<file path="config.mk">
export PLATFORM = sky130hd
export DESIGN_NAME = dequ_stream_feeder
export DESIGN_NICKNAME = d
export VERILOG_FILES = /design/src/rtl/dequ_pkg.sv /design/src/rtl/dequ_blk_fifo2.sv /design/src/rtl/dequ_stream_feeder.sv
export SDC_FILE = /design/constraint.sdc
export NUM_CORES = 2
export LEC_CHECK = 0
export ABC_AREA = 0
export CORE_AREA = 10 10 397 399
export CTS_CLUSTER_DIAMETER = 100
export DETAILED_ROUTE_END_ITERATION = 12
export DIE_AREA = 0 0 407 409
export GPL_ROUTABILITY_DRIVEN = 0
export PLACE_DENSITY = 0.61
export SYNTH_ARGS = -nofsm -noshare
export SYNTH_HDL_FRONTEND = slang
export SYNTH_SLANG_ARGS = --single-unit
</file>
<file path="constraint.sdc">
create_clock -name clk -period 11 [get_ports clk]
set_input_delay 3.3 -clock clk [delete_from_list [all_inputs] [get_ports clk]]
set_output_delay 3.3 -clock clk [all_outputs]
set_load 0.02 [all_outputs]
</file>
<file path="src/rtl/dequ_pkg.sv">
// Shared constants, FSM state encoding and block-entry type for the dequantizer stream feeder.
package dequ_pkg;

  localparam int DEQU_L2_WIDTH  = 512;
  localparam int DEQU_SWIDTH    = 5;
  localparam int DEQU_OFF_WIDTH = 9;

  typedef enum logic [1:0] {
    S_IDLE  = 2'd0,
    S_EMIT  = 2'd1,
    S_STALL = 2'd2
  } dequ_state_e;

  typedef struct packed {
    logic [DEQU_L2_WIDTH-1:0] data;
    logic [DEQU_SWIDTH-1:0]   width;
    logic                     valid;
  } blk_entry_t;

endpackage

</file>
<file path="src/rtl/dequ_blk_fifo2.sv">
// Two-entry block buffer: head is the active block being unpacked, tail is the pending one.
module dequ_blk_fifo2
  import dequ_pkg::*;
(
  input  logic       clk,
  input  logic       rst_n,
  input  logic       i_push_valid,
  output logic       o_push_ready,
  input  blk_entry_t i_push_ent,
  input  logic       i_pop,
  output blk_entry_t o_head,
  output logic       o_pending
);

  blk_entry_t r_head;
  blk_entry_t r_tail;
  logic       w_push;

  assign o_push_ready = !r_tail.valid;
  assign w_push       = i_push_valid && o_push_ready;
  assign o_head       = r_head;
  assign o_pending    = r_tail.valid;

  always_ff @(posedge clk or negedge rst_n) begin
    if (!rst_n) begin
      r_head <= '0;
      r_tail <= '0;
    end else if (i_pop) begin
      // A push can coincide with a pop only when the tail is empty.
      if (r_tail.valid) begin
        r_head <= r_tail;
        r_tail <= '0;
      end else if (w_push) begin
        r_head <= i_push_ent;
      end else begin
        r_head <= '0;
      end
    end else if (w_push) begin
      if (!r_head.valid) r_head <= i_push_ent;
      else               r_tail <= i_push_ent;
    end
  end

endmodule

</file>
<file path="src/rtl/dequ_stream_feeder.sv">
// Feeds word descriptors (block, width, bit offset, last) of compressed L2 blocks to a dequantizer.
// Define DEQU_FEEDER_STATS_EN to add the WordCnt/StallCnt statistics outputs.
// Handshakes: a transfer happens on a rising edge where valid && ready; valid never waits on ready,
// and a presented descriptor is held unchanged until it transfers.
module dequ_stream_feeder
  import dequ_pkg::*;
#(
  parameter int L2_WIDTH = DEQU_L2_WIDTH,
  parameter int SWIDTH   = DEQU_SWIDTH
)(
  input  logic                      clk,
  input  logic                      rst_n,
  input  logic [L2_WIDTH-1:0]       BlkData,
  input  logic [SWIDTH-1:0]         BlkWidth,
  input  logic                      BlkValid,
  output logic                      BlkReady,
  output logic [L2_WIDTH-1:0]       InpuStr,
  output logic [SWIDTH-1:0]         NumShift,
  output logic [DEQU_OFF_WIDTH-1:0] AccNumShift,
  output logic                      OutValid,
  input  logic                      OutReady,
  output logic                      OutLast,
  output logic                      CfgErr,
`ifdef DEQU_FEEDER_STATS_EN
  output logic [31:0]               WordCnt,
  output logic [31:0]               StallCnt,
`endif
  output logic [1:0]                o_dbg_state
);

  dequ_state_e               r_state;
  dequ_state_e               w_state_next;
  logic [DEQU_OFF_WIDTH-1:0] r_acc;
  logic                      r_cfg_err;

  blk_entry_t                w_push_ent;
  blk_entry_t                w_head;
  logic                      w_pending;
  logic                      w_push_valid;
  logic                      w_blk_fire;
  logic                      w_fire;
  logic                      w_last;
  logic                      w_pop;
  logic                      w_active_next;
  logic [DEQU_OFF_WIDTH:0]   w_acc_sum;
  logic [DEQU_OFF_WIDTH+1:0] w_acc_end;

  // Zero-width blocks are accepted but never enter the buffer.
  assign w_push_valid = BlkValid && (BlkWidth != '0);
  assign w_blk_fire   = BlkValid && BlkReady;
  assign w_push_ent   = '{data: BlkData, width: BlkWidth, valid: 1'b1};

  dequ_blk_fifo2 u_fifo (
    .clk          (clk),
    .rst_n        (rst_n),
    .i_push_valid (w_push_valid),
    .o_push_ready (BlkReady),
    .i_push_ent   (w_push_ent),
    .i_pop        (w_pop),
    .o_head       (w_head),
    .o_pending    (w_pending)
  );

  // Offset of the following word, and the end of the word after it; if that overruns the block,
  // the current word is the last one that fits.
  assign w_acc_sum = {1'b0, r_acc} + {{(DEQU_OFF_WIDTH+1-SWIDTH){1'b0}}, w_head.width};
  assign w_acc_end = {1'b0, w_acc_sum} + {{(DEQU_OFF_WIDTH+2-SWIDTH){1'b0}}, w_head.width};

  assign OutValid    = (r_state != S_IDLE);
  assign w_last      = OutValid && (w_acc_end > (DEQU_OFF_WIDTH+2)'(L2_WIDTH));
  assign w_fire      = OutValid && OutReady;
  assign w_pop       = w_fire && w_last;
  assign OutLast     = w_last;
  assign InpuStr     = w_head.data;
  assign NumShift    = w_head.width;
  assign AccNumShift = r_acc;
  assign CfgErr      = r_cfg_err;
  assign o_dbg_state = r_state;

  assign w_active_next = w_pop ? (w_pending || (w_push_valid && BlkReady))
                               : (w_head.valid || (w_push_valid && BlkReady));

  always_comb begin
    w_state_next = S_IDLE;
    if (w_active_next) begin
      if (OutValid && !OutReady) w_state_next = S_STALL;
      else                       w_state_next = S_EMIT;
    end
  end

  always_ff @(posedge clk or negedge rst_n) begin
    if (!rst_n) begin
      r_state   <= S_IDLE;
      r_acc     <= '0;
      r_cfg_err <= 1'b0;
    end else begin
      r_state   <= w_state_next;
      r_cfg_err <= w_blk_fire && (BlkWidth == '0);
      if (w_fire) begin
        if (w_last) r_acc <= '0;
        else        r_acc <= w_acc_sum[DEQU_OFF_WIDTH-1:0];
      end
    end
  end

`ifdef DEQU_FEEDER_STATS_EN
  logic [31:0] r_word_cnt;
  logic [31:0] r_stall_cnt;

  always_ff @(posedge clk or negedge rst_n) begin
    if (!rst_n) begin
      r_word_cnt  <= '0;
      r_stall_cnt <= '0;
    end else begin
      if (w_fire)               r_word_cnt  <= r_word_cnt + 32'd1;
      if (OutValid && !OutReady) r_stall_cnt <= r_stall_cnt + 32'd1;
    end
  end

  assign WordCnt  = r_word_cnt;
  assign StallCnt = r_stall_cnt;
`endif

endmodule

</file>
==> metrics.txt <==
# TYPE chip_impl_metric gauge
chip_impl_metric{name="synth_seq_cells",unit=""} 1048
chip_impl_metric{name="fin_setup_tns",unit="ps"} 0
chip_impl_info{name="clock-root-buffer",value="sky130_fd_sc_hd__clkbuf_16"} 1
chip_impl_metric{name="post_synth_num_cell_types",unit=""} 45
chip_impl_metric{name="number_of_warning_messages_in_the_yosys_log",unit=""} 0
chip_impl_metric{name="filler_cell_count",unit=""} 14600
chip_impl_info{name="cp_cell_sequence",value="ha_1, fa_1, xor2_1, ha_1, or2_1, and3_1, or2_1, a2111oi_4, nand4_4, and2_1, clkdlybuf4s50_1"} 1
chip_impl_metric{name="p_sw_frac",unit=""} 0.275
chip_impl_metric{name="avgRoutedWirePerCell",unit="um"} 21.3
chip_impl_metric{name="grt_max_degree",unit=""} 233
chip_impl_metric{name="design.portCount",unit=""} 1053
chip_impl_metric{name="timing.max_slew.rel_slack",unit=""} 0.276
chip_impl_metric{name="layoutNonFillerInstCount",unit=""} 7636
chip_impl_info{name="cp-end-kind",value="output pin"} 1
chip_impl_metric{name="first_global_vias",unit=""} 35900
chip_impl_metric{name="power.clock.fraction",unit=""} 0.393
chip_impl_metric{name="grt_use_total",unit=""} 0.187
chip_impl_metric{name="timing.final.max_slew_violations",unit=""} 0
chip_impl_metric{name="grt_antenna_before_repair",unit=""} 56
chip_impl_metric{name="cp.buffers_inverters",unit=""} 1
chip_impl_metric{name="grt_pass1_wl",unit="um"} 240000
chip_impl_info{name="grt_setup_unrepaired",value="false"} 1
chip_impl_metric{name="h_tree_depth",unit=""} 3
chip_impl_metric{name="die_y",unit="um"} 409
chip_impl_metric{name="dp.cells",unit=""} 7381
chip_impl_metric{name="timing.max_cap.violations",unit=""} 0
chip_impl_info{name="setup.worst_path.start_class",value="register"} 1
chip_impl_metric{name="post-route-drc-count",unit=""} 0
chip_impl_metric{name="drive_gt1_frac",unit=""} 0.0423
chip_impl_metric{name="clock_buffers_created_by_tritoncts",unit=""} 119
chip_impl_metric{name="insertion_delay",unit="ps"} 720
chip_impl_metric{name="initial_core_util",unit=""} 0.321
chip_impl_metric{name="seqPwrFrac",unit=""} 0.454
chip_impl_metric{name="worst-r2r-setup-slack",unit="ps"} 5590
chip_impl_metric{name="place_area",unit="sq um"} 55700
chip_impl_metric{name="post-dp-hpwl",unit="um"} 111000
chip_impl_metric{name="intPower",unit="W"} 0.00748
chip_impl_metric{name="die_area",unit="sq um"} 166000
chip_impl_info{name="crit_path_top_delay_cell",value="sky130_fd_sc_hd__clkdlybuf4s50_1"} 1
chip_impl_metric{name="postCtsResizedCells",unit=""} 0
chip_impl_metric{name="syn_area_per_cell",unit="sq um"} 9.23
chip_impl_metric{name="detailedRoute.firstIterationViolations",unit=""} 3254
chip_impl_metric{name="syn-cell-area",unit="sq um"} 48000
chip_impl_metric{name="max-clock-path-buffers",unit=""} 3
chip_impl_metric{name="power-per-cell-area",unit="nW/um^2"} 173
chip_impl_metric{name="post_cts_hold_buffer_count",unit=""} 0
chip_impl_metric{name="fin_area",unit="sq um"} 59700
chip_impl_metric{name="critPathArrivalTime",unit="ps"} 4740
chip_impl_info{name="hold_path_class",value="register to register"} 1
chip_impl_metric{name="crit_path_max_incr_delay",unit="ps"} 650
chip_impl_metric{name="fp.dieW",unit="um"} 407
chip_impl_metric{name="post_cts_buffers",unit=""} 0
chip_impl_metric{name="edff_count_synth",unit=""} 0
chip_impl_metric{name="vias",unit=""} 37000
chip_impl_metric{name="synth_cells",unit=""} 5193
chip_impl_metric{name="clk_transition_reported_paths",unit="ps"} 60
chip_impl_metric{name="route.final.wire_length",unit="um"} 163000
chip_impl_info{name="synth_top_flop_cell",value="sky130_fd_sc_hd__dfrtp_1"} 1
chip_impl_metric{name="yosysSeqAreaShare",unit=""} 0.547
chip_impl_info{name="cts_tree",value="yes"} 1
chip_impl_metric{name="finalWorstPathRequiredPeriod",unit="ps"} 8040
chip_impl_metric{name="power.static_leakage",unit="nW"} 24.1
chip_impl_metric{name="power.ir.vdd_worst",unit="mV"} 0.130
chip_impl_metric{name="maximum_fanout_encountered_on_the_critical_timing_path",unit=""} 8
chip_impl_metric{name="power_switching",unit="W"} 0.00284
chip_impl_metric{name="gr-total-overflow",unit=""} 0
chip_impl_metric{name="final_antenna_net_count",unit=""} 0
chip_impl_metric{name="buffer_ports.inserted",unit=""} 1052
chip_impl_metric{name="report.final.hold_viol_count",unit=""} 0
chip_impl_info{name="worstSetupPathType",value="register to output pin"} 1
chip_impl_metric{name="report.power.total",unit="W"} 0.0103
chip_impl_info{name="timing.critical_path.max_delay_family",value="simple AND/OR/NAND/NOR gates"} 1
chip_impl_info{name="mostFrequentLayoutCell",value="sky130_fd_sc_hd__nand2_1"} 1
chip_impl_metric{name="count_of_final_setup_violators",unit=""} 0
chip_impl_metric{name="layout_worst_path_cycle_share",unit=""} 0.731
chip_impl_info{name="commonest_cells_after_routing_fill_and_taps_aside",value="sky130_fd_sc_hd__nand2_1, sky130_fd_sc_hd__clkdlybuf4s50_1, sky130_fd_sc_hd__dfrtp_1"} 1
chip_impl_metric{name="clock_sinks",unit=""} 1048
chip_impl_metric{name="critPathRequiredTime",unit="ps"} 7700
chip_impl_metric{name="final_net_count",unit=""} 6019
chip_impl_metric{name="syn2layout_area_growth",unit="%"} 24.6
chip_impl_metric{name="syn-num-nets",unit=""} 5726
chip_impl_info{name="run_status",value="completed"} 1
chip_impl_metric{name="p_comb_frac",unit=""} 0.153
chip_impl_metric{name="core-area",unit="sq um"} 149000
chip_impl_metric{name="finClkSkew",unit="ps"} 26.8
chip_impl_metric{name="max_freq",unit="MHz"} 124
chip_impl_metric{name="worst_slew_pin_slew",unit="ps"} 1090
chip_impl_metric{name="synth-async-reset-ratio",unit=""} 1.00
chip_impl_metric{name="ratio_of_routed_vias_to_standard_cells",unit=""} 4.85
chip_impl_metric{name="drtPass1Iterations",unit=""} 8
chip_impl_metric{name="rows",unit=""} 142
==> cell type report <==
type / instances / area, sq um / share of cell area
diodes: 38 / 95.1 / 0.00159
flip-flops and latches: 1048 / 26200 / 0.439
clock inverters: 42 / 564 / 0.00944
repair buffers: 1094 / 11100 / 0.186
inverters: 5 / 18.8 / 0.000314
multi-input cells: 3218 / 15800 / 0.264
clock buffers: 175 / 3430 / 0.0574
well taps: 2016 / 2520 / 0.0422
==> stage by stage <==
stage | utilization | hold slack [ps] | worst slack [ps]
after global placement | 0.373 | 460 | 3790
after CTS | 0.399 | 482 | 2930
final | 0.400 | 478 | 2960
after global routing | 0.400 | 505 | 2740
after floorplan | - | 451 | 4310
after detailed placement | 0.373 | 469 | 3750
==> sequential cells by signal, indices dropped and copies added, names as in the netlist <==
register and flops:
CfgErr 1, u_fifo.r_tail 517, u_fifo.o_pending 1, u_fifo.o_head 518
AccNumShift 9, o_dbg_state 2
==> worst reg2reg max path, cell delays in order, from the launching register on <==
cell	delay, ps
sky130_fd_sc_hd__dfrtp_1	430
sky130_fd_sc_hd__ha_1	280
sky130_fd_sc_hd__fa_1	410
sky130_fd_sc_hd__xor2_1	270
sky130_fd_sc_hd__ha_1	320
sky130_fd_sc_hd__or2_1	250
sky130_fd_sc_hd__and3_1	190
sky130_fd_sc_hd__or2_1	260
sky130_fd_sc_hd__a2111oi_4	440
sky130_fd_sc_hd__nand4_4	190
sky130_fd_sc_hd__a31oi_4	660
sky130_fd_sc_hd__buf_12	560
sky130_fd_sc_hd__buf_12	810
sky130_fd_sc_hd__o21ai_0	210
==> cell families (layout without fill, tap and decap cells) <==
| family | Yosys count | in the layout | synth area share |
|---|---|---|---|
| other | 0 | 38 | 0 |
| AO/OA/AOI/OAI | 1594 | 1594 | 0.196 |
| multiplexers | 1 | 1 | 0.000209 |
| buffers and inverters | 927 | 1316 | 0.125 |
| flip-flops | 1048 | 1048 | 0.547 |
| XOR/XNOR | 8 | 8 | 0.00146 |
| adder cells (fa/ha/maj) | 12 | 12 | 0.00344 |
| AND/OR/NAND/NOR | 1603 | 1603 | 0.127 |
==> final timing paths <==
kind,startpoint,endpoint,cells after the start
max in group asynchronous,rst_n,u_fifo.r_tail[258],3
min,u_fifo.o_head[484],u_fifo.o_head[484],2
max,u_fifo.o_head[1],OutLast,11
min reg2reg,u_fifo.o_head[484],u_fifo.o_head[484],2
max reg2reg,u_fifo.o_head[1],u_fifo.r_tail[47],13
min in group asynchronous,rst_n,u_fifo.r_tail[11],1
==> Yosys cell counts (5+ instances only) <==
| cell | count | area, sq um |
|---|---|---|
| sky130_fd_sc_hd__o21ai_1 | 831 | 4160 |
| sky130_fd_sc_hd__buf_2 | 78 | 390 |
| sky130_fd_sc_hd__o21ai_0 | 209 | 1050 |
| sky130_fd_sc_hd__nor2_1 | 9 | 33.8 |
| sky130_fd_sc_hd__a21oi_1 | 11 | 55.1 |
| sky130_fd_sc_hd__nand3_1 | 7 | 35.0 |
| sky130_fd_sc_hd__buf_4 | 570 | 4280 |
| sky130_fd_sc_hd__nand2_1 | 1567 | 5880 |
| sky130_fd_sc_hd__o31ai_1 | 6 | 45.0 |
| sky130_fd_sc_hd__a22oi_1 | 517 | 3880 |
| sky130_fd_sc_hd__dfrtp_1 | 1048 | 26200 |
| sky130_fd_sc_hd__buf_1 | 36 | 135 |
| sky130_fd_sc_hd__clkbuf_1 | 199 | 747 |
| sky130_fd_sc_hd__buf_6 | 37 | 417 |
| sky130_fd_sc_hd__inv_1 | 5 | 18.8 |
| sky130_fd_sc_hd__ha_1 | 10 | 125 |
==> routing by layer <==
| layer | global-route usage | part of all wire | up-vias |
|---|---|---|---|
| li1 | - | - | 17700 |
| met1 | 0.234 | 0.40 | 17900 |
| met2 | 0.298 | 0.48 | 1147 |
| met3 | 0.0599 | 0.083 | 266 |
| met4 | 0.0689 | 0.033 | 36 |
| met5 | 0 | 0.0016 | - |
==> power groups by stage <==
stage	clock [W]	sequential, W	combinational, W
4_1_cts	0.00417	0.00469	0.00160
2_1_floorplan	0	0.00467	0.000952
5_1_grt	0.00434	0.00475	0.00174
6_report	0.00406	0.00469	0.00158
3_5_place_dp	0	0.00475	0.00159
3_3_place_gp	0	0.00473	0.00156
Power figures use the tool's default switching activity.
